==> config.mk <==
export PLATFORM = sky130hd
export DESIGN_NAME = piso_readout_ctrl
export DESIGN_NICKNAME = d
export VERILOG_FILES = /design/src/rtl/piso_ctrl_pkg.sv /design/src/rtl/piso_readout_ctrl_chk.sv /design/src/rtl/piso_readout_ctrl_obuf2.sv /design/src/rtl/piso_readout_ctrl.sv
export SDC_FILE = /design/constraint.sdc
export NUM_CORES = 1
export LEC_CHECK = 0
export BUFFER_PORTS_ARGS = -buffer_cell sky130_fd_sc_hd__buf_2
export CAP_MARGIN = 20
export CORE_MARGIN = 1
export CORE_UTILIZATION = 55
export DETAILED_ROUTE_END_ITERATION = 16
export PLACE_DENSITY = 0.83
export SYNTH_ARGS = -nofsm -noshare
export SYNTH_HDL_FRONTEND = slang
export SYNTH_SLANG_ARGS = --single-unit
==> constraint.sdc <==
create_clock -name clk -period 3.99 [get_ports clk]
set_clock_uncertainty 0.05 [all_clocks]
set_input_delay 0.5985 -clock clk [delete_from_list [all_inputs] [get_ports clk]]
set_output_delay 0.5985 -clock clk [all_outputs]
set_load 0.005 [all_outputs]
==> src/rtl/piso_ctrl_pkg.sv <==
// Shared definitions for the piso readout sequencer: FSM encoding and output buffer depth.
package piso_ctrl_pkg;

  typedef enum logic [1:0] {
    ST_IDLE  = 2'd0,
    ST_RUN   = 2'd1,
    ST_DRAIN = 2'd2
  } state_e;

  localparam int OBUF_DEPTH = 32'd2;

endpackage

==> src/rtl/piso_readout_ctrl_chk.sv <==
// Runtime checks for the readout sequencer's output buffer.
module obuf2_chk
  import piso_ctrl_pkg::*;
(
  input logic       clk,
  input logic       rst,
  input logic       push,
  input logic       pop,
  input logic [1:0] count
);

  a_no_overflow: assert property (@(posedge clk) disable iff (rst)
    !(push && !pop && (count == 2'(OBUF_DEPTH))));

endmodule

==> src/rtl/piso_readout_ctrl_obuf2.sv <==
// Two-entry synchronous FIFO with a registered head word; a simultaneous push and pop is allowed.
module obuf2
  import piso_ctrl_pkg::*;
#(
  parameter int W = 32
) (
  input  logic         clk,
  input  logic         rst,
  input  logic         flush,
  input  logic         push,
  input  logic         pop,
  input  logic [W-1:0] din,
  output logic [W-1:0] dout,
  output logic [1:0]   count
);

  logic [W-1:0] r_head;
  logic [W-1:0] r_tail;
  logic [1:0]   r_count;
  logic [W-1:0] w_head_nxt;
  logic [W-1:0] w_tail_nxt;
  logic [1:0]   w_count_nxt;
  logic         w_pop;

  // Next-state of the storage; an emptied slot is zeroed so the head reads 0 when empty.
  always_comb begin
    w_pop       = pop && (r_count != 2'd0);
    w_head_nxt  = r_head;
    w_tail_nxt  = r_tail;
    w_count_nxt = r_count;
    if (flush) begin
      w_head_nxt  = {W{1'b0}};
      w_tail_nxt  = {W{1'b0}};
      w_count_nxt = 2'd0;
    end else begin
      case ({push, w_pop})
        2'b10: begin
          if (r_count == 2'd0) begin
            w_head_nxt  = din;
            w_count_nxt = 2'd1;
          end else if (r_count == 2'd1) begin
            w_tail_nxt  = din;
            w_count_nxt = 2'd2;
          end else begin
            w_count_nxt = r_count;
          end
        end
        2'b01: begin
          w_head_nxt  = r_tail;
          w_tail_nxt  = {W{1'b0}};
          w_count_nxt = r_count - 2'd1;
        end
        2'b11: begin
          if (r_count == 2'd1) begin
            w_head_nxt = din;
          end else begin
            w_head_nxt = r_tail;
            w_tail_nxt = din;
          end
        end
        default: begin
          w_count_nxt = r_count;
        end
      endcase
    end
  end

  // Storage registers.
  always_ff @(posedge clk or posedge rst) begin
    if (rst) begin
      r_head  <= {W{1'b0}};
      r_tail  <= {W{1'b0}};
      r_count <= 2'd0;
    end else begin
      r_head  <= w_head_nxt;
      r_tail  <= w_tail_nxt;
      r_count <= w_count_nxt;
    end
  end

  assign dout  = r_head;
  assign count = r_count;

endmodule

==> src/rtl/piso_readout_ctrl.sv <==
// Streams words 0..n-1 of a piso bank onto a valid/ready port, hiding the one-cycle read
// latency and downstream backpressure behind a 2-entry output buffer.
module piso_readout_ctrl
  import piso_ctrl_pkg::*;
#(
  parameter int R_DATA_WIDTH = 32,
  parameter int N_REG        = 8,
  parameter int N_REG_BITS   = $clog2(N_REG),
  parameter int CNT_BITS     = $clog2(N_REG + 1)
) (
  input  logic                    clk,
  input  logic                    rst,
  input  logic                    start,
  input  logic                    abort,
  input  logic [CNT_BITS-1:0]     n_words,
  output logic                    piso_read,
  output logic [N_REG_BITS-1:0]   piso_addr,
  input  logic [R_DATA_WIDTH-1:0] piso_dout,
  output logic [R_DATA_WIDTH-1:0] out_data,
  output logic                    out_valid,
  output logic                    out_last,
  input  logic                    out_ready,
  output logic                    busy,
  output logic                    done
);

  localparam logic [CNT_BITS-1:0] N_REG_C = CNT_BITS'(N_REG);
  localparam logic [CNT_BITS-1:0] ONE_C   = CNT_BITS'(1'b1);
  localparam logic [CNT_BITS-1:0] ZERO_C  = {CNT_BITS{1'b0}};

  state_e              r_state;
  state_e              w_state_nxt;
  logic [CNT_BITS-1:0] r_n_q;
  logic [CNT_BITS-1:0] r_iss_cnt;
  logic [CNT_BITS-1:0] r_pop_cnt;
  logic                r_pending;
  logic                r_done;
  logic [CNT_BITS-1:0] w_n_clamp;
  logic [CNT_BITS-1:0] w_last_idx;
  logic [1:0]          w_fifo_count;
  logic [2:0]          w_occ;
  logic                w_out_valid;
  logic                w_pop;
  logic                w_push;
  logic                w_issue;
  logic                w_last_pop;
  logic                w_start_idle;

  // Issue only while reads in flight plus buffered words, net of this cycle's pop, leave room.
  always_comb begin
    w_n_clamp    = (n_words > N_REG_C) ? N_REG_C : n_words;
    w_last_idx   = r_n_q - ONE_C;
    w_out_valid  = (w_fifo_count != 2'd0);
    w_pop        = w_out_valid && out_ready;
    w_last_pop   = w_pop && (r_pop_cnt == w_last_idx);
    w_occ        = {1'b0, w_fifo_count} + {2'b00, r_pending} - {2'b00, w_pop};
    w_issue      = (r_state == ST_RUN) && !abort && (r_iss_cnt < r_n_q) && (w_occ < 3'd2);
    w_push       = r_pending && !abort;
    w_start_idle = (r_state == ST_IDLE) && start && !abort;
  end

  // FSM state register.
  always_ff @(posedge clk or posedge rst) begin
    if (rst) begin
      r_state <= ST_IDLE;
    end else begin
      r_state <= w_state_nxt;
    end
  end

  // FSM next-state; abort wins over everything.
  always_comb begin
    w_state_nxt = r_state;
    if (abort) begin
      w_state_nxt = ST_IDLE;
    end else begin
      case (r_state)
        ST_IDLE: begin
          if (start && (n_words != ZERO_C)) begin
            w_state_nxt = ST_RUN;
          end else begin
            w_state_nxt = ST_IDLE;
          end
        end
        ST_RUN: begin
          if (w_issue && ((r_iss_cnt + ONE_C) == r_n_q)) begin
            w_state_nxt = ST_DRAIN;
          end else begin
            w_state_nxt = ST_RUN;
          end
        end
        ST_DRAIN: begin
          if (w_last_pop) begin
            w_state_nxt = ST_IDLE;
          end else begin
            w_state_nxt = ST_DRAIN;
          end
        end
        default: begin
          w_state_nxt = ST_IDLE;
        end
      endcase
    end
  end

  // FSM outputs.
  always_comb begin
    piso_read = w_issue;
    if (w_issue) begin
      piso_addr = r_iss_cnt[N_REG_BITS-1:0];
    end else begin
      piso_addr = {N_REG_BITS{1'b0}};
    end
    busy      = (r_state != ST_IDLE);
    out_valid = w_out_valid;
    out_last  = w_out_valid && (r_pop_cnt == w_last_idx);
    done      = r_done;
  end

  // Counters, in-flight read flag and the done pulse.
  always_ff @(posedge clk or posedge rst) begin
    if (rst) begin
      r_n_q     <= ZERO_C;
      r_iss_cnt <= ZERO_C;
      r_pop_cnt <= ZERO_C;
      r_pending <= 1'b0;
      r_done    <= 1'b0;
    end else if (abort) begin
      r_iss_cnt <= ZERO_C;
      r_pop_cnt <= ZERO_C;
      r_pending <= 1'b0;
      r_done    <= 1'b0;
    end else begin
      r_pending <= w_issue;
      r_done    <= (w_start_idle && (n_words == ZERO_C)) ||
                   ((r_state == ST_DRAIN) && w_last_pop);
      if (w_start_idle) begin
        r_n_q     <= w_n_clamp;
        r_iss_cnt <= ZERO_C;
        r_pop_cnt <= ZERO_C;
      end else begin
        if (w_issue) begin
          r_iss_cnt <= r_iss_cnt + ONE_C;
        end
        if (w_pop) begin
          r_pop_cnt <= r_pop_cnt + ONE_C;
        end
      end
    end
  end

  obuf2 #(
    .W(R_DATA_WIDTH)
  ) u_obuf (
    .clk  (clk),
    .rst  (rst),
    .flush(abort),
    .push (w_push),
    .pop  (w_pop),
    .din  (piso_dout),
    .dout (out_data),
    .count(w_fifo_count)
  );

  obuf2_chk u_obuf_chk (
    .clk  (clk),
    .rst  (rst),
    .push (w_push),
    .pop  (w_pop),
    .count(w_fifo_count)
  );

endmodule

# ---- Word-level counts from Yosys, hierarchy flattened
# Index checks and enable logic that the tools add are counted.
# Widths: inputs -> output; s select.
dict set report classes {
  shifts 0
  bitwise 1
  muxes 27
  n_reduce_logical 30
  n_mul 0
  eq_ne 12
  magnitude_cmp 3
  add_sub_neg 6
  div 0
}
# operator n
set op_table {}
lappend op_table {{$mux 32} 6}
lappend op_table {{$pmux 32 s3} 2}
lappend op_table {{$mux 4} 7}
lappend op_table {{$logic_and 1x1->1} 14}
lappend op_table {{$mux 2} 6}
lappend op_table {{$reduce_bool 3->1} 3}
lappend op_table {{$add 4x1->4 const B} 2}
lappend op_table {{$eq 4x4->1} 2}
lappend op_table {{$reduce_bool 4->1} 2}
lappend op_table {{$eq 2x1->1 const B} 3}
lappend op_table {{$eq 2x2->1 const B} 3}
lappend op_table {{$ne 3x3->1 const B} 2}
lappend op_table {{$pmux 2 s3} 1}
lappend op_table {{$reduce_and 2->1} 3}
lappend op_table {{$gt 4x4->1 const B} 1}
lappend op_table {{$logic_not 2->1} 2}
lappend op_table {{$logic_not 4->1} 1}
lappend op_table {{$lt 4x4->1} 1}
lappend op_table {{$ne 4x2->1 const B} 1}
lappend op_table {{$pmux 2 s2} 1}
lappend op_table {{$reduce_bool 2->1} 2}
lappend op_table {{$sub 4x1->4 const B} 1}
lappend op_table {{$add 2x1->3} 1}
lappend op_table {{$lt 3x2->1 const B} 1}
lappend op_table {{other kinds (9)} 11}
dict set report totals {
  romBits 0
  latchBits 0
  in_bits 41
  ramBits 0
  wordCells 88
  n_memories 0
  ff_bits 82
}

# ---- Logic depth before layout (Yosys ltp)
dict set report depth {
  depth_word 9
  mapped_depth 12
  ltp_nobuf 10
}

# ---- By module
# From an unflattened synthesis, not the netlist that was laid out.
dict set report hier_totals {
  cells_unflattened 499
  hier_area_um2 4879.7
}
# mod area_each_um2 n_inst cells_each
set by_module_without_submodules {}
lappend by_module_without_submodules {obuf2 3758.6 1 381}
lappend by_module_without_submodules {piso_readout_ctrl 1121.1 1 118}

# ---- Worst setup path after synthesis
# Ideal clock, no wire load.
dict set report synth_path {
  path_type {register -> output}
  from {register u_obuf.r_count[1] (netlist: u_obuf.count[1])}
  to {output piso_addr[0]}
  stages_incl_launch_ff 12
  required_time_ps 3342
  slack_ps 924
  t_arrival_ps 2417
  cell_sequence {dfrtp_1 > inv_1 > ha_1 > buf_4 > nor2b_1 > buf_4 > ha_1 > nand2b_1 > fa_1 > xnor2_1 > nand3_1 > nor3_1}
}
dict set report synth_between {
  elab_chain_cells 6
}
# element line_no
set synth_lines {}
lappend synth_lines {{from (decl)} piso_readout_ctrl_obuf2.sv:19} ;# logic [1:0] r_count;
lappend synth_lines {{from (signal assigned)} piso_readout_ctrl_obuf2.sv:77} ;# r_count <= w_count_nxt;
lappend synth_lines {{branches (longest 2 deep; another with $add 2x1->3)} --}
lappend synth_lines {{$sub 3x1->3 *} piso_readout_ctrl.sv:56} ;# w_occ = {1'b0, w_fifo_count} + {2'b00, r_pending} - {2'b00, w_pop};
lappend synth_lines {{$lt 3x2->1 *} piso_readout_ctrl.sv:57} ;# w_issue = (r_state == ST_RUN) && !abort && (r_iss_cnt < r_n_q) && (w_occ < 3'd2);
lappend synth_lines {{$logic_and 1x1->1 *} piso_readout_ctrl.sv:57}
lappend synth_lines {{$mux 3 *} piso_readout_ctrl.sv:109} ;# if (w_issue) begin
lappend synth_lines {{to (decl)} piso_readout_ctrl.sv:17} ;# output logic [N_REG_BITS-1:0] piso_addr,
# Mark *: on every way between the ends.

# ---- Worst setup path after layout
dict set report layout_path {
  from {register u_obuf.r_count[1] (netlist: u_obuf.count[1])}
  to {output piso_read}
}
dict set report layout_between {
  elab_chain_cells 5
}
# element line_no
set layout_lines {}
lappend layout_lines {{branches (longest 2 deep; another with $add 2x1->3)} --}
lappend layout_lines {{$sub 3x1->3 *} piso_readout_ctrl.sv:56}
lappend layout_lines {{$lt 3x2->1 *} piso_readout_ctrl.sv:57}
lappend layout_lines {{$logic_and 1x1->1 *} piso_readout_ctrl.sv:57}
lappend layout_lines {{to (decl)} piso_readout_ctrl.sv:16} ;# output logic piso_read,
# Marks and branches as above.

==> results.cfg <==
[power_and_ir_drop]
p_leak_nw = 2.437
p_per_area_nw_per_um2 = 510.0
ir_worst_vdd_v = 0.0002421

[clock_tree]
clkLatencyLatePin_ns = 0.36
cts_max_level = 3
hold_buffers = 0
post_cts_buffers = 0
cts-resized-gates = 0
path_clk_slew_ns = 0.09
cts_num_sinks = 82
clockBufferDepth = 2
cts-root-buf = clkbuf_8
cts_buffers = 9
cts_tree = yes

[synthesis]
ys_ff_latch = 82
yosys.area.top_type = dfrtp_1
ys_types = 49
synth_edf_count = 0
async_flop_share_pct = 100.0
ys_warn_count = 0
synth_top_area_share_pct = 51.74
syn_avg_cell_area_um2 = 11.36
syn_area_um2 = 3966
synth_top_family_by_area = compound AO/OA/AOI/OAI gates
synthSimpleGateAreaFrac_pct = 10.79
syn_inst = 349
synth_xor_area_share_pct = 4.101
synth_mux_area_share_pct = 8.580
synth_area_leaders = dfrtp_1 (52%), mux2i_1 (8.6%), a22o_1 (7.1%), o21ai_0 (4.5%), nand2_1 (3.4%)
ys.flop_type = dfrtp_1
syn_nets = 401
synth-compound-area-share_pct = 16.40
synth_adder_area_share_pct = 3.659
synth-seq-area-share_pct = 51.74

[cells_and_area]
final_cell_mix = dfrtp_1 (82), buf_2 (80), nand2_1 (36), o21ai_0 (36), mux2i_1 (34)
utilization_pct = 67.30
n_fill_cell = 541
final_common_cell = dfrtp_1
diodes = 0
fin_nets = 479
synthToLayoutAreaGrowth_pct = 16.56
final_cells = 528
drive_gt1_share_pct = 26.85

[place]
place_ws_ns = 0.5517
finalWeightedCongestion = 0.8431
dpl.hpwl_mm = 5.694
port_buffers = 80
dp_cells = 511

[sta]
period_share_pct = 93.36
relSlewSlack_pct = 56.03
worstMarginPinSlew_ns = 0.6567
timing.hold.ws_ns = 0.06807
min_period_ns = 3.725
maxSlewViolCount = 0
fmax_ghz = 0.2684
rsz0062_at_grt = no
hold_viol_final = 0
finalSetupViolations = 0
final.setup.tns_ns = 0
timing.final.ws_setup_ns = 0.2647

[floorplanning]
fp.dieW_um = 86.92
initial_core_util_pct = 57.74
fp.coreArea_um2 = 6869
rows = 30
die_y_um = 86.92
io_pins = 81
dieArea_um2 = 7555

[global_routing]
antenna_found_initial = 0
grt_overflow_total = 0
grt_max_degree = 61
grt_pass1_vias = 2903
grt_pass1_wl_mm = 13.99
grt_util_all_layers_pct = 24.38

[detailed_routing]
drtIter0Drc = 97
route.detailed.drc = 0
drt_pre_antenna_iters = 5
via_count = 2986
vias_per_cell = 5.655
totalWireLength_mm = 8.479
antenna_left = 0
post_drt_wl_per_cell_um = 16.06

[hold_path]
hold_class = in -> async

[worst_setup_path]
rrSetupSlack_ns = 1.00
start_kind = flip-flop
cp_data_arrival_time_ns = 3.08
crit_required_ns = 3.34
critPathKind = reg -> out
critPathMaxFanout = 8
cp-end-kind = primary output

[flow_run]
drv_cap = 0

[status]
outcome = finished, final reports clean
==> cell families (layout without fill, tap and decap cells) <==
| group | after synthesis | in the layout |
|---|---|---|
| simple gates | 81 | 81 |
| fa+ha+maj | 11 | 11 |
| compound gates | 91 | 91 |
| buf+inv | 33 | 116 |
| xor+xnor | 17 | 17 |
| flops | 82 | 82 |
| mux | 34 | 34 |
==> critical path, cell delays in order, from the launching register on <==
cell,delay [ns]
dfrtp_1,0.45
inv_1,0.13
ha_2,0.32
nor2b_1,0.10
ha_1,0.27
nand2b_1,0.16
fa_1,0.40
xnor2_1,0.21
nand3_1,0.28
nor2_2,0.25
buf_2,0.15
==> sequential cells by signal, summed over array words and instances, names as in the netlist <==
register	count
r_state	2
r_pop_cnt	4
u_obuf.dout	32
r_pending	1
r_iss_cnt	4
r_n_q	4
done	1
u_obuf.count	2
u_obuf.r_tail	32
==> final cells by class <==
cell class | count | area (um^2) | share of cell area [%]
clock buffer | 10 | 127.6 | 2.760
sequential | 82 | 2052 | 44.38
timing repair buffer | 87 | 473.0 | 10.23
multi-input combinational | 234 | 1749 | 37.83
clock inverter | 6 | 51.30 | 1.110
tap | 96 | 120.1 | 2.598
inverter | 13 | 50.05 | 1.083
==> final timing paths <==
| kind | from | end | depth (start not counted) |
|---|---|---|---|
| max | u_obuf.count[1] | piso_read | 10 |
| max in group asynchronous | rst | u_obuf.dout[7] | 4 |
| min | rst | u_obuf.r_tail[17] | 2 |
| min in group clk | piso_dout[24] | u_obuf.r_tail[24] | 2 |
| min reg2reg | u_obuf.dout[6] | u_obuf.dout[6] | 2 |
| max reg2reg | u_obuf.count[1] | r_iss_cnt[3] | 10 |
==> where the power goes <==
| group | switching, mW | internal, mW |
|---|---|---|
| clock | 0.326 | 0.234 |
| sequential | 0.0850 | 0.949 |
| combinational | 0.433 | 0.331 |
| total | 0.844 | 1.51 |
==> routing by layer <==
metal	part of all wire, %	wire length (um)	vias to the layer above	global-route usage [%]
li1	-	-	1405	-
met1	45	3835	1497	32.60
met2	49	4119	70	38.87
met3	4.5	379	14	4.834
met4	1.7	145	0	10.45
met5	0	0	-	0
==> cell usage after synthesis, drive strengths merged (2+ instances only) <==
cell type	instances
dfrtp	82
o21ai	40
nand2	37
mux2i	34
a22o	32
buf	19
inv	13
nor2	11
ha	10
xnor2	10
nand3	7
xor2	6
a21oi	4
nor3	4
and2	3
and3	3
nand3b	3
nor2b	3
nor4b	3
a211oi	2
a221o	2
nor4	2
o21a	2
o22ai	2
o31ai	2
or4	2
==> per-stage QoR <==
step / instance area (um^2) / total power, mW
after detailed placement: 4414 / 1.806
final: 4623 / 2.358
after floorplan: 3966 / 1.568
after CTS: 4593 / 2.363
after global placement: 4414 / 1.774
after global routing: 4623 / 2.503
No activity file was read; power rests on OpenSTA's default activity.
